File: src/rtl/pkt_port_arbiter_pkg.sv
// Shared definitions for the packet port arbiter: FSM state encoding,
// the per-port header slot layout, field widths and a saturating counter
// helper used by the status counters.
package pkt_port_arbiter_pkg;

    localparam int DATA_W    = 32;
    localparam int KEEP_W    = 4;
    localparam int MAC_W     = 48;
    localparam int IP_W      = 32;
    localparam int UDP_W     = 16;
    localparam int PKT_CNT_W = 32;
    localparam int EVT_CNT_W = 16;

    typedef enum logic [1:0] {
        IDLE    = 2'd0,
        HDR     = 2'd1,
        STREAM  = 2'd2,
        RELEASE = 2'd3
    } arb_state_t;

    typedef struct packed {
        logic [MAC_W-1:0] dest_addr;
        logic [IP_W-1:0]  ip_dest_addr;
        logic [UDP_W-1:0] udp_dest_port;
        logic             encap;
    } hdr_slot_t;

    function automatic logic [EVT_CNT_W-1:0] sat_inc(input logic [EVT_CNT_W-1:0] v);
        return (v == '1) ? v : v + 16'd1;
    endfunction

endpackage

File: src/rtl/pkt_port_arbiter_rr_select.sv
// Round-robin request selector (purely combinational).
//   req     : per-port request bits
//   ptr     : first index to consider; search wraps past NUM_PORTS-1 to 0
//   grant   : lowest requesting index at or after ptr
//   any_req : at least one request present (grant is 0 when none)
module rr_select
    import pkt_port_arbiter_pkg::*;
#(
    parameter  int NUM_PORTS = 4,
    localparam int PW        = (NUM_PORTS > 1) ? $clog2(NUM_PORTS) : 1
) (
    input  logic [NUM_PORTS-1:0] req,
    input  logic [PW-1:0]        ptr,
    output logic [PW-1:0]        grant,
    output logic                 any_req
);

    logic          found;
    logic [PW:0]   idx;

    always_comb begin
        grant   = '0;
        found   = 1'b0;
        idx     = '0;
        any_req = |req;
        for (int k = 0; k < NUM_PORTS; k++) begin
            // one spare bit so ptr+k cannot wrap before the modulo fold
            idx = {1'b0, ptr} + (PW+1)'(k);
            if (idx >= (PW+1)'(NUM_PORTS)) begin
                idx = idx - (PW+1)'(NUM_PORTS);
            end
            if (!found && req[idx[PW-1:0]]) begin
                grant = idx[PW-1:0];
                found = 1'b1;
            end
        end
    end

endmodule

File: src/rtl/pkt_port_arbiter.sv
// Arbitrates header+stream pairs from NUM_PORTS parser ports onto one
// header channel and one AXI-stream channel, round-robin, one packet at a time.
//   axis_clk / axis_reset     : clock, synchronous active-high reset
//   s_hdr_*                   : per-port header pulse and fields, s_hdr_ready release pulse
//   s_axis_*                  : per-port input streams
//   m_hdr_*                   : granted header (valid/ready), m_hdr_port = source port
//   m_axis_*                  : granted stream, m_axis_tuser = source port
//   pkt_count/timeout_count/overflow_count : per-port status counters
//
// state   | meaning
// IDLE    | waiting for a pending header slot; picks next port round-robin
// HDR     | presenting the granted slot on m_hdr_*
// STREAM  | passing the granted port's stream through, stall timer running
// RELEASE | one-cycle s_hdr_ready pulse, pending clear, advance rr pointer
module pkt_port_arbiter
    import pkt_port_arbiter_pkg::*;
#(
    parameter  int NUM_PORTS      = 4,
    parameter  int TIMEOUT_CYCLES = 1024,
    localparam int PW             = (NUM_PORTS > 1) ? $clog2(NUM_PORTS) : 1
) (
    input  logic                           axis_clk,
    input  logic                           axis_reset,
    input  logic [NUM_PORTS-1:0]           s_hdr_valid,
    input  logic [MAC_W*NUM_PORTS-1:0]     s_hdr_dest_addr,
    input  logic [IP_W*NUM_PORTS-1:0]      s_hdr_ip_dest_addr,
    input  logic [UDP_W*NUM_PORTS-1:0]     s_hdr_udp_dest_port,
    input  logic [NUM_PORTS-1:0]           s_hdr_encap,
    output logic [NUM_PORTS-1:0]           s_hdr_ready,
    input  logic [DATA_W*NUM_PORTS-1:0]    s_axis_tdata,
    input  logic [KEEP_W*NUM_PORTS-1:0]    s_axis_tkeep,
    input  logic [NUM_PORTS-1:0]           s_axis_tvalid,
    input  logic [NUM_PORTS-1:0]           s_axis_tlast,
    output logic [NUM_PORTS-1:0]           s_axis_tready,
    output logic                           m_hdr_valid,
    input  logic                           m_hdr_ready,
    output logic [MAC_W-1:0]               m_hdr_dest_addr,
    output logic [IP_W-1:0]                m_hdr_ip_dest_addr,
    output logic [UDP_W-1:0]               m_hdr_udp_dest_port,
    output logic                           m_hdr_encap,
    output logic [PW-1:0]                  m_hdr_port,
    output logic [DATA_W-1:0]              m_axis_tdata,
    output logic [KEEP_W-1:0]              m_axis_tkeep,
    output logic                           m_axis_tvalid,
    output logic                           m_axis_tlast,
    output logic [PW-1:0]                  m_axis_tuser,
    input  logic                           m_axis_tready,
    output logic [PKT_CNT_W*NUM_PORTS-1:0] pkt_count,
    output logic [EVT_CNT_W*NUM_PORTS-1:0] timeout_count,
    output logic [EVT_CNT_W*NUM_PORTS-1:0] overflow_count
);

    localparam int            SW         = (TIMEOUT_CYCLES > 1) ? $clog2(TIMEOUT_CYCLES) : 1;
    localparam logic [SW-1:0] STALL_LAST = SW'(TIMEOUT_CYCLES - 1);

    arb_state_t             state_q, state_d;
    logic [PW-1:0]          grant_q, grant_d;
    logic [PW-1:0]          rr_ptr_q, rr_ptr_d;
    logic [NUM_PORTS-1:0]   pending_q, pending_d;
    hdr_slot_t              slot_q [NUM_PORTS];
    hdr_slot_t              slot_d [NUM_PORTS];
    logic [PKT_CNT_W-1:0]   pkt_cnt_q [NUM_PORTS];
    logic [PKT_CNT_W-1:0]   pkt_cnt_d [NUM_PORTS];
    logic [EVT_CNT_W-1:0]   to_cnt_q  [NUM_PORTS];
    logic [EVT_CNT_W-1:0]   to_cnt_d  [NUM_PORTS];
    logic [EVT_CNT_W-1:0]   ovf_cnt_q [NUM_PORTS];
    logic [EVT_CNT_W-1:0]   ovf_cnt_d [NUM_PORTS];
    logic [SW-1:0]          stall_q, stall_d;
    logic [PW-1:0]          sel_grant;
    logic                   sel_any;
    logic                   beat;

    rr_select #(.NUM_PORTS(NUM_PORTS)) u_rr_select (
        .req     (pending_q),
        .ptr     (rr_ptr_q),
        .grant   (sel_grant),
        .any_req (sel_any)
    );

    always_ff @(posedge axis_clk) begin
        if (axis_reset) begin
            state_q   <= IDLE;
            grant_q   <= '0;
            rr_ptr_q  <= '0;
            pending_q <= '0;
            stall_q   <= '0;
            for (int i = 0; i < NUM_PORTS; i++) begin
                slot_q[i]    <= '0;
                pkt_cnt_q[i] <= '0;
                to_cnt_q[i]  <= '0;
                ovf_cnt_q[i] <= '0;
            end
        end else begin
            state_q   <= state_d;
            grant_q   <= grant_d;
            rr_ptr_q  <= rr_ptr_d;
            pending_q <= pending_d;
            stall_q   <= stall_d;
            slot_q    <= slot_d;
            pkt_cnt_q <= pkt_cnt_d;
            to_cnt_q  <= to_cnt_d;
            ovf_cnt_q <= ovf_cnt_d;
        end
    end

    always_comb begin
        state_d   = state_q;
        grant_d   = grant_q;
        rr_ptr_d  = rr_ptr_q;
        pending_d = pending_q;
        stall_d   = stall_q;
        slot_d    = slot_q;
        pkt_cnt_d = pkt_cnt_q;
        to_cnt_d  = to_cnt_q;
        ovf_cnt_d = ovf_cnt_q;
        beat      = 1'b0;

        case (state_q)
            IDLE: begin
                if (sel_any) begin
                    grant_d = sel_grant;
                    state_d = HDR;
                end
            end
            HDR: begin
                if (m_hdr_ready) begin
                    stall_d = '0;
                    state_d = STREAM;
                end
            end
            STREAM: begin
                beat = s_axis_tvalid[grant_q] && m_axis_tready;
                if (beat) begin
                    stall_d = '0;
                    if (s_axis_tlast[grant_q]) begin
                        pkt_cnt_d[grant_q] = pkt_cnt_q[grant_q] + 32'd1;
                        state_d            = RELEASE;
                    end
                end else if (stall_q == STALL_LAST) begin
                    to_cnt_d[grant_q] = sat_inc(to_cnt_q[grant_q]);
                    state_d           = RELEASE;
                end else begin
                    stall_d = stall_q + SW'(1);
                end
            end
            RELEASE: begin
                pending_d[grant_q] = 1'b0;
                rr_ptr_d = (grant_q == PW'(NUM_PORTS - 1)) ? '0 : grant_q + PW'(1);
                state_d  = IDLE;
            end
            default: state_d = IDLE;
        endcase

        // Header capture runs after the release clear so a pulse on the
        // port being released re-arms it instead of counting as overflow.
        for (int i = 0; i < NUM_PORTS; i++) begin
            if (s_hdr_valid[i]) begin
                if (pending_q[i] && !(state_q == RELEASE && grant_q == PW'(i))) begin
                    ovf_cnt_d[i] = sat_inc(ovf_cnt_q[i]);
                end else begin
                    pending_d[i]              = 1'b1;
                    slot_d[i].dest_addr       = s_hdr_dest_addr[i*MAC_W +: MAC_W];
                    slot_d[i].ip_dest_addr    = s_hdr_ip_dest_addr[i*IP_W +: IP_W];
                    slot_d[i].udp_dest_port   = s_hdr_udp_dest_port[i*UDP_W +: UDP_W];
                    slot_d[i].encap           = s_hdr_encap[i];
                end
            end
        end
    end

    always_comb begin
        m_hdr_valid         = 1'b0;
        m_hdr_dest_addr     = '0;
        m_hdr_ip_dest_addr  = '0;
        m_hdr_udp_dest_port = '0;
        m_hdr_encap         = 1'b0;
        m_hdr_port          = '0;
        m_axis_tdata        = '0;
        m_axis_tkeep        = '0;
        m_axis_tvalid       = 1'b0;
        m_axis_tlast        = 1'b0;
        m_axis_tuser        = '0;
        s_axis_tready       = '0;
        s_hdr_ready         = '0;
        case (state_q)
            HDR: begin
                m_hdr_valid         = 1'b1;
                m_hdr_dest_addr     = slot_q[grant_q].dest_addr;
                m_hdr_ip_dest_addr  = slot_q[grant_q].ip_dest_addr;
                m_hdr_udp_dest_port = slot_q[grant_q].udp_dest_port;
                m_hdr_encap         = slot_q[grant_q].encap;
                m_hdr_port          = grant_q;
            end
            STREAM: begin
                m_axis_tdata           = s_axis_tdata[grant_q*DATA_W +: DATA_W];
                m_axis_tkeep           = s_axis_tkeep[grant_q*KEEP_W +: KEEP_W];
                m_axis_tvalid          = s_axis_tvalid[grant_q];
                m_axis_tlast           = s_axis_tlast[grant_q];
                m_axis_tuser           = grant_q;
                s_axis_tready[grant_q] = m_axis_tready;
            end
            RELEASE: s_hdr_ready[grant_q] = 1'b1;
            default: ;
        endcase
    end

    for (genvar gi = 0; gi < NUM_PORTS; gi++) begin : g_status
        assign pkt_count[gi*PKT_CNT_W +: PKT_CNT_W]      = pkt_cnt_q[gi];
        assign timeout_count[gi*EVT_CNT_W +: EVT_CNT_W]  = to_cnt_q[gi];
        assign overflow_count[gi*EVT_CNT_W +: EVT_CNT_W] = ovf_cnt_q[gi];
    end

endmodule

File: config.mk
export PLATFORM = sky130hd
export DESIGN_NAME = pkt_port_arbiter
export DESIGN_NICKNAME = d
export VERILOG_FILES = /design/src/rtl/pkt_port_arbiter_pkg.sv /design/src/rtl/pkt_port_arbiter_rr_select.sv /design/src/rtl/pkt_port_arbiter.sv
export SDC_FILE = /design/constraint.sdc
export NUM_CORES = 2
export LEC_CHECK = 0
export ABC_AREA = 0
export BUFFER_PORTS_ARGS = -buffer_cell sky130_fd_sc_hd__buf_4
export CAP_MARGIN = 30
export CORE_AREA = 5 5 365 367
export DETAILED_ROUTE_END_ITERATION = 6
export DIE_AREA = 0 0 370 372
export HOLD_SLACK_MARGIN = 0.02
export PLACE_DENSITY_LB_ADDON = 0.08
export SLEW_MARGIN = 15
export SYNTH_ARGS = -nofsm -noshare
export SYNTH_HDL_FRONTEND = slang
export SYNTH_HIERARCHICAL = 1
export SYNTH_SLANG_ARGS = --single-unit
File: constraint.sdc
create_clock -name axis_clk -period 5.9 [get_ports axis_clk]
set_input_delay 1.18 -clock axis_clk [delete_from_list [all_inputs] [get_ports axis_clk]]
set_output_delay 1.18 -clock axis_clk [all_outputs]
set_load 0.05 [all_outputs]
; Yosys cells after proc, flatten, opt, wreduce, memory -nomap -nowiden
; Index checks and enable logic that the tools add are counted.
[classes]
addsub = 15
order_cmp = 12
eq_ne = 17
shifts = 2
muxes = 74
n_bitwise = 13
n_reduce_logical = 38
[op_table]
columns = operator, count
row1 = 97-bit binary-select mux with 2-bit select, 1
row2 = 97-bit two-way mux, 2
row3 = 32-bit two-way mux, 5
row4 = 128-bit bitwise mux, 1
row5 = 128-bit by 8-bit variable part select with 32-bit output, 1
row6 = "16-bit by 1-bit adder with 16-bit output, second input constant", 5
row7 = "16-bit equality test, second input constant", 5
row8 = 16-bit two-way mux, 5
row9 = 32-bit binary-select mux with 2-bit select, 1
row10 = 64-bit bitwise mux, 1
row11 = 32-bit demux with 2-bit select, 1
row12 = 48-bit two-way mux, 1
row13 = "32-bit by 1-bit adder with 32-bit output, second input constant", 1
row14 = 16-bit binary-select mux with 2-bit select, 1
row15 = 16-bit demux with 2-bit select, 1
row16 = 2-bit two-way mux, 16
row17 = 10-bit two-way mux, 3
row18 = 1-bit two-way mux, 22
row19 = 3-bit AND reduction, 7
row20 = 10-bit case mux with 2 select lines, 1
row21 = 4-bit two-way mux, 4
row22 = 16-bit by 5-bit variable part select with 4-bit output, 1
row23 = "2-bit by 3-bit < comparator with 1-bit output, second input constant", 5
row24 = 1-bit logical AND, 14
row25 = 27 further kinds, 66
[totals]
ff_bits = 664
inputBits = 548
out_inout_bits = 404
elab_cells = 204

; Depth between registers and ports, before layout
[logic_depth]
ltp_word = 14
ltp_mapped = 16
mapped_depth_nobuf = 8

; Cells and area by module
; The synthesis kept the hierarchy.
[modules_own_cells]
columns = mod, n_inst, cells_each, area_per_inst_um2, seq_area_each_um2
row1 = pkt_port_arbiter, 1, 3405, 30201.5, 13292.7
row2 = rr_select, 1, 15, 77.6, 0.0

; Worst setup path before layout
; No wires, ideal clock.
[synth_path]
path_kind = register -> output
from = register grant_q[0]
to = output port m_axis_tuser[0]
arrival_ns = 2.565
required_time_ns = 4.720
slack_ns = 2.155
stages_incl_launch_ff = 10
n_path_buf = 7
cell_sequence = dfxtp_1 > buf_6 > buf_12 > buf_6 > buf_6 > buf_2 > clkbuf_1 > buf_2 > inv_1 > nor2_1
[synth_via]
elab_chain_cells = 1
[synth_rtl]
columns = item, line_no
row1 = start: declaration, pkt_port_arbiter.sv:57  ; logic [PW-1:0] grant_q, grant_d;
row2 = start signal: assignment, pkt_port_arbiter.sv:95  ; grant_q <= grant_d;
row3 = 2-bit two-way mux, pkt_port_arbiter.sv:185  ; case (state_q)
row4 = end: declaration, pkt_port_arbiter.sv:46  ; output logic [PW-1:0] m_axis_tuser,
; No other way between the ends.

; Worst setup path after layout
[layout_path]
from = register grant_q[1]
to = output port m_hdr_dest_addr[10]
[layout_via]
elab_chain_cells = 5
[layout_rtl]
columns = item, line_no
row1 = 2-bit inverter with 3-bit output (implied by the code), pkt_port_arbiter.sv:188  ; m_hdr_dest_addr = slot_q[grant_q].dest_addr;
row2 = 97-bit binary-select mux with 2-bit select, pkt_port_arbiter.sv:188
row3 = 97-bit two-way mux (2 in a row), -
row4 = 48-bit two-way mux, pkt_port_arbiter.sv:185
row5 = end: declaration, pkt_port_arbiter.sv:37  ; output logic [MAC_W-1:0] m_hdr_dest_addr,
; No other way between the ends. The select of a mux whose other input is x is not followed.

==> run_summary.xml <==
<?xml version="1.0" encoding="UTF-8"?>
<metrics>
  <group name="floorplanning">
    <metric name="floorplan.initialDensity" unit="%">23.44</metric>
    <metric name="die_area" unit="sq um">137600</metric>
    <metric name="die_y" unit="um">372</metric>
    <metric name="core.rowCount" unit="">132</metric>
    <metric name="ioPinCount" unit="">952</metric>
    <metric name="die_width" unit="um">370</metric>
    <metric name="core_region_area" unit="sq um">129200</metric>
  </group>
  <group name="timing">
    <metric name="tightestPinTransition" unit="ps">934.2</metric>
    <metric name="setup-tns-final" unit="ps">0</metric>
    <metric name="fin_worst_hold_slack" unit="ps">451.4</metric>
    <metric name="final-max-slew-violation-count" unit="">0</metric>
    <metric name="fin_crit" unit="ps">4308</metric>
    <metric name="period_share" unit="%">73.01</metric>
    <metric name="hold_viol" unit="">0</metric>
    <metric name="clock_skew" unit="ps">29.47</metric>
    <metric name="max_transition_margin" unit="%">37.72</metric>
    <metric name="report.final.setup_viol" unit="">0</metric>
    <metric name="fmax" unit="GHz">0.2321</metric>
    <metric name="rsz0062_at_grt" unit="">false</metric>
  </group>
  <group name="finish">
    <metric name="nFillCells" unit="">13840</metric>
    <metric name="fin_nets" unit="">4801</metric>
    <metric name="syn_to_final_growth" unit="%">38.59</metric>
    <metric name="layout_cell_share_with_drive_strength_beyond_1" unit="%">31.34</metric>
  </group>
  <group name="global_routing">
    <metric name="grt.overflow.total" unit="">0</metric>
    <metric name="antenna_found_initial" unit="">47</metric>
    <metric name="grt_max_degree" unit="">126</metric>
    <metric name="grt_util_met2" unit="%">35.70</metric>
    <metric name="globalRouteTotalUtil" unit="%">20.11</metric>
    <metric name="grt_first_pass_wirelength" unit="mm">205.4</metric>
    <metric name="grt_util_met1" unit="%">22.92</metric>
    <metric name="grt_use_met3" unit="%">6.027</metric>
    <metric name="busiest_layer" unit="">met2</metric>
    <metric name="number_of_global_route_vias_before_repair" unit="">28590</metric>
  </group>
  <group name="worst_hold_path">
    <metric name="timing.hold.worst.class" unit="">register to register</metric>
  </group>
  <group name="yosys">
    <metric name="yosys_warnings" unit="">6</metric>
    <metric name="ys_types" unit="">68</metric>
    <metric name="edff_count_synth" unit="">0</metric>
    <metric name="syn_area" unit="sq um">30280</metric>
    <metric name="async_reset_ff_share" unit="%">0</metric>
    <metric name="synthesis.area_per_instance" unit="sq um">8.854</metric>
    <metric name="syn_nets" unit="">3984</metric>
    <metric name="seq_area_frac_synth" unit="%">43.90</metric>
    <metric name="synth.ff_latch_count" unit="">664</metric>
    <metric name="post_synth_inst_count" unit="">3420</metric>
    <metric name="synth_flop_cell" unit="">sky130_fd_sc_hd__dfxtp_1</metric>
  </group>
  <group name="placement">
    <metric name="placement.io_buffers" unit="">951</metric>
    <metric name="place.gp.congestion" unit="">0.7840</metric>
    <metric name="place_hpwl" unit="mm">104.4</metric>
  </group>
  <group name="critical_path">
    <metric name="crit_fanout" unit="">90</metric>
    <metric name="timing.critical_path.required" unit="ps">4720</metric>
    <metric name="crit_path_start_kind" unit="">register</metric>
    <metric name="criticalPathCategory" unit="">register to output pin</metric>
    <metric name="critical_path_arrival" unit="ps">3130</metric>
    <metric name="worstSetupEndpointType" unit="">output pin</metric>
    <metric name="reg2reg_setup_slack" unit="ps">1990</metric>
  </group>
  <group name="pwr">
    <metric name="worst_ir_drop_vdd" unit="V">0.0001879</metric>
    <metric name="power.static_leakage" unit="nW">16.26</metric>
    <metric name="p_total" unit="W">0.01283</metric>
    <metric name="power_density" unit="nW/um^2">305.8</metric>
  </group>
  <group name="clock_tree">
    <metric name="cts_hold_repair.buffers" unit="">0</metric>
    <metric name="post-cts-setup-buffers" unit="">0</metric>
    <metric name="tritoncts_clock_tree" unit="">done</metric>
    <metric name="number_of_buffers_created_by_cts" unit="">85</metric>
    <metric name="worst_skew_pair.late_latency" unit="ps">650</metric>
    <metric name="worst_setup_hold_path_clk_slew" unit="ps">60</metric>
    <metric name="htree_num_levels" unit="">3</metric>
    <metric name="tritoncts_num_sinks" unit="">664</metric>
    <metric name="cts_resized" unit="">0</metric>
    <metric name="clock_tree_buffer_depth" unit="">3</metric>
    <metric name="root_buffer" unit="">sky130_fd_sc_hd__clkbuf_16</metric>
  </group>
  <group name="drt">
    <metric name="totalWireLength" unit="mm">145.7</metric>
    <metric name="wl_per_cell" unit="um">23.99</metric>
    <metric name="drt_drc_violations_left" unit="">0</metric>
    <metric name="via_count" unit="">28180</metric>
    <metric name="dr.pass1.iters" unit="">7</metric>
    <metric name="dr.first_iter.drc_count" unit="">1492</metric>
    <metric name="detail-route-antenna-nets" unit="">0</metric>
    <metric name="route.detailed.vias_per_inst" unit="">4.640</metric>
  </group>
  <group name="flow_run">
    <metric name="cap_violations" unit="">0</metric>
  </group>
  <group name="run_status">
    <metric name="run_status" unit="">finished, final reports clean</metric>
  </group>
</metrics>
[layer usage]
metal	vias to the layer above	part of all wire, %
met5	-	0.10
met4	20	2.7
met3	179	7.7
met2	856	51
met1	13640	39
li1	13490	-
[cell type report]
class                           count  area, sq um  area share [%]
Antenna cell                       30        75.07          0.1789
Clock buffer                      126         2514           5.990
Clock inverter                     25        312.8          0.7454
Inverter                           24        90.09          0.2147
Multi-Input combinational cell   2472        15870           37.81
Sequential cell                   664        13300           31.70
Tap cell                         1742         2180           5.194
Timing Repair Buffer              990         7625           18.17
[synthesized netlist by cell type, types with 3 or more instances]
library cell	count	area [sq um]
sky130_fd_sc_hd__a211oi_1	126	945.9
sky130_fd_sc_hd__a21boi_0	4	30.03
sky130_fd_sc_hd__a21oi_1	450	2252
sky130_fd_sc_hd__and2_1	156	975.9
sky130_fd_sc_hd__and3_1	23	143.9
sky130_fd_sc_hd__and4_1	17	148.9
sky130_fd_sc_hd__buf_1	22	82.58
sky130_fd_sc_hd__buf_2	46	230.2
sky130_fd_sc_hd__buf_6	6	67.56
sky130_fd_sc_hd__clkbuf_1	182	683.2
sky130_fd_sc_hd__dfxtp_1	664	13290
sky130_fd_sc_hd__ha_1	16	200.2
sky130_fd_sc_hd__inv_1	23	86.33
sky130_fd_sc_hd__mux2i_1	7	70.07
sky130_fd_sc_hd__mux4_1	7	183.9
sky130_fd_sc_hd__mux4_2	176	3964
sky130_fd_sc_hd__nand2_1	902	3386
sky130_fd_sc_hd__nand2b_1	21	131.4
sky130_fd_sc_hd__nand3_1	39	195.2
sky130_fd_sc_hd__nand3_2	4	40.04
sky130_fd_sc_hd__nand4_1	29	181.4
sky130_fd_sc_hd__nor2_1	248	930.9
sky130_fd_sc_hd__nor2b_1	7	43.79
sky130_fd_sc_hd__nor3_1	30	150.1
sky130_fd_sc_hd__nor3b_1	7	52.55
sky130_fd_sc_hd__nor4_1	12	75.07
sky130_fd_sc_hd__nor4_2	8	100.1
sky130_fd_sc_hd__nor4_4	3	63.81
sky130_fd_sc_hd__nor4b_1	7	61.31
sky130_fd_sc_hd__o21a_1	4	30.03
sky130_fd_sc_hd__o21ai_0	13	65.06
sky130_fd_sc_hd__o22ai_1	8	50.05
sky130_fd_sc_hd__o32ai_1	4	35.03
sky130_fd_sc_hd__or3_1	11	68.82
sky130_fd_sc_hd__xnor2_1	59	516.8
sky130_fd_sc_hd__xor2_1	36	315.3
[critical path, stage by stage, from the launching register on]
cell and delay [ps]:
sky130_fd_sc_hd__dfxtp_4 600, sky130_fd_sc_hd__buf_12 540, sky130_fd_sc_hd__mux4_2 600, sky130_fd_sc_hd__and2_1 230, sky130_fd_sc_hd__buf_4 210
[layout by cell type (no fill, tap or decap), types with 19 or more instances in the layout]
| master | instances |
|---|---|
| sky130_fd_sc_hd__a21oi_1 | 450 |
| sky130_fd_sc_hd__and2_1 | 152 |
| sky130_fd_sc_hd__and3_1 | 23 |
| sky130_fd_sc_hd__clkbuf_8 | 19 |
| sky130_fd_sc_hd__inv_1 | 23 |
| sky130_fd_sc_hd__xnor2_1 | 59 |
| sky130_fd_sc_hd__nor2_1 | 247 |
| sky130_fd_sc_hd__nand4_1 | 29 |
| sky130_fd_sc_hd__nand3_1 | 39 |
| sky130_fd_sc_hd__diode_2 | 30 |
| sky130_fd_sc_hd__clkbuf_1 | 20 |
| sky130_fd_sc_hd__nand2_1 | 901 |
| sky130_fd_sc_hd__mux4_2 | 176 |
| sky130_fd_sc_hd__xor2_1 | 36 |
| sky130_fd_sc_hd__buf_4 | 973 |
| sky130_fd_sc_hd__clkbuf_16 | 87 |
| sky130_fd_sc_hd__a211oi_1 | 126 |
| sky130_fd_sc_hd__nor3_1 | 30 |
| sky130_fd_sc_hd__dfxtp_1 | 662 |
[through the flow]
stage / utilization (%) / setup slack [ps] / std cells / cell area, sq um
floorplan: - / 2155 / 3420 / 30280
global placement: 30.22 / 2012 / 5890 / 39040
detailed placement: 30.24 / 1935 / 5892 / 39060
CTS: 32.43 / 1558 / 6043 / 41890
global route: 32.48 / 1485 / 6065 / 41940
finish: 32.49 / 1592 / 6073 / 41960
[state kept, by name (all words and copies together), names as in the netlist]
name and cells:
state_q 2, pending_q 4, slot_q 388, stall_q 10
rr_ptr_q 2, overflow_count 64, pkt_count 128, timeout_count 64
grant_q 2
[path summary, 6_finish.rpt]
kind / start / endpoint / cells after the start
max: grant_q[1]$_SDFFE_PP0P_ / m_hdr_dest_addr[10] / 4
min: slot_q[46]$_SDFFE_PP0P_ / slot_q[46]$_SDFFE_PP0P_ / 2
max reg2reg: grant_q[0]$_SDFFE_PP0P_ / pkt_count[124]$_SDFFE_PP0P_ / 8
min reg2reg: slot_q[46]$_SDFFE_PP0P_ / slot_q[46]$_SDFFE_PP0P_ / 2
[logic make-up (layout without fill, tap and decap cells)]
logic type	after synthesis	count (layout)	synth area share, %
muxes	192	192	14.02
and+or+nand+nor	1540	1540	22.78
DFF	664	664	43.90
xor gates and xnor gates	95	95	2.748
adders and majority gates	16	16	0.6612
AOI/OAI and AO/OA	629	629	11.91
buffers and inverters	284	1165	3.983
other	0	30	0
[power breakdown]
group | switching [W] | leakage [nW] | total [W] | internal [W]
clock | 0.00214 | 1.40 | 0.00535 | 0.00320
combinational | 0.00163 | 9.45 | 0.00265 | 0.00102
sequential | 0.000150 | 5.41 | 0.00483 | 0.00468
total | 0.00392 | 16.3 | 0.0128 | 0.00891
Power figures use the tool's default switching activity.
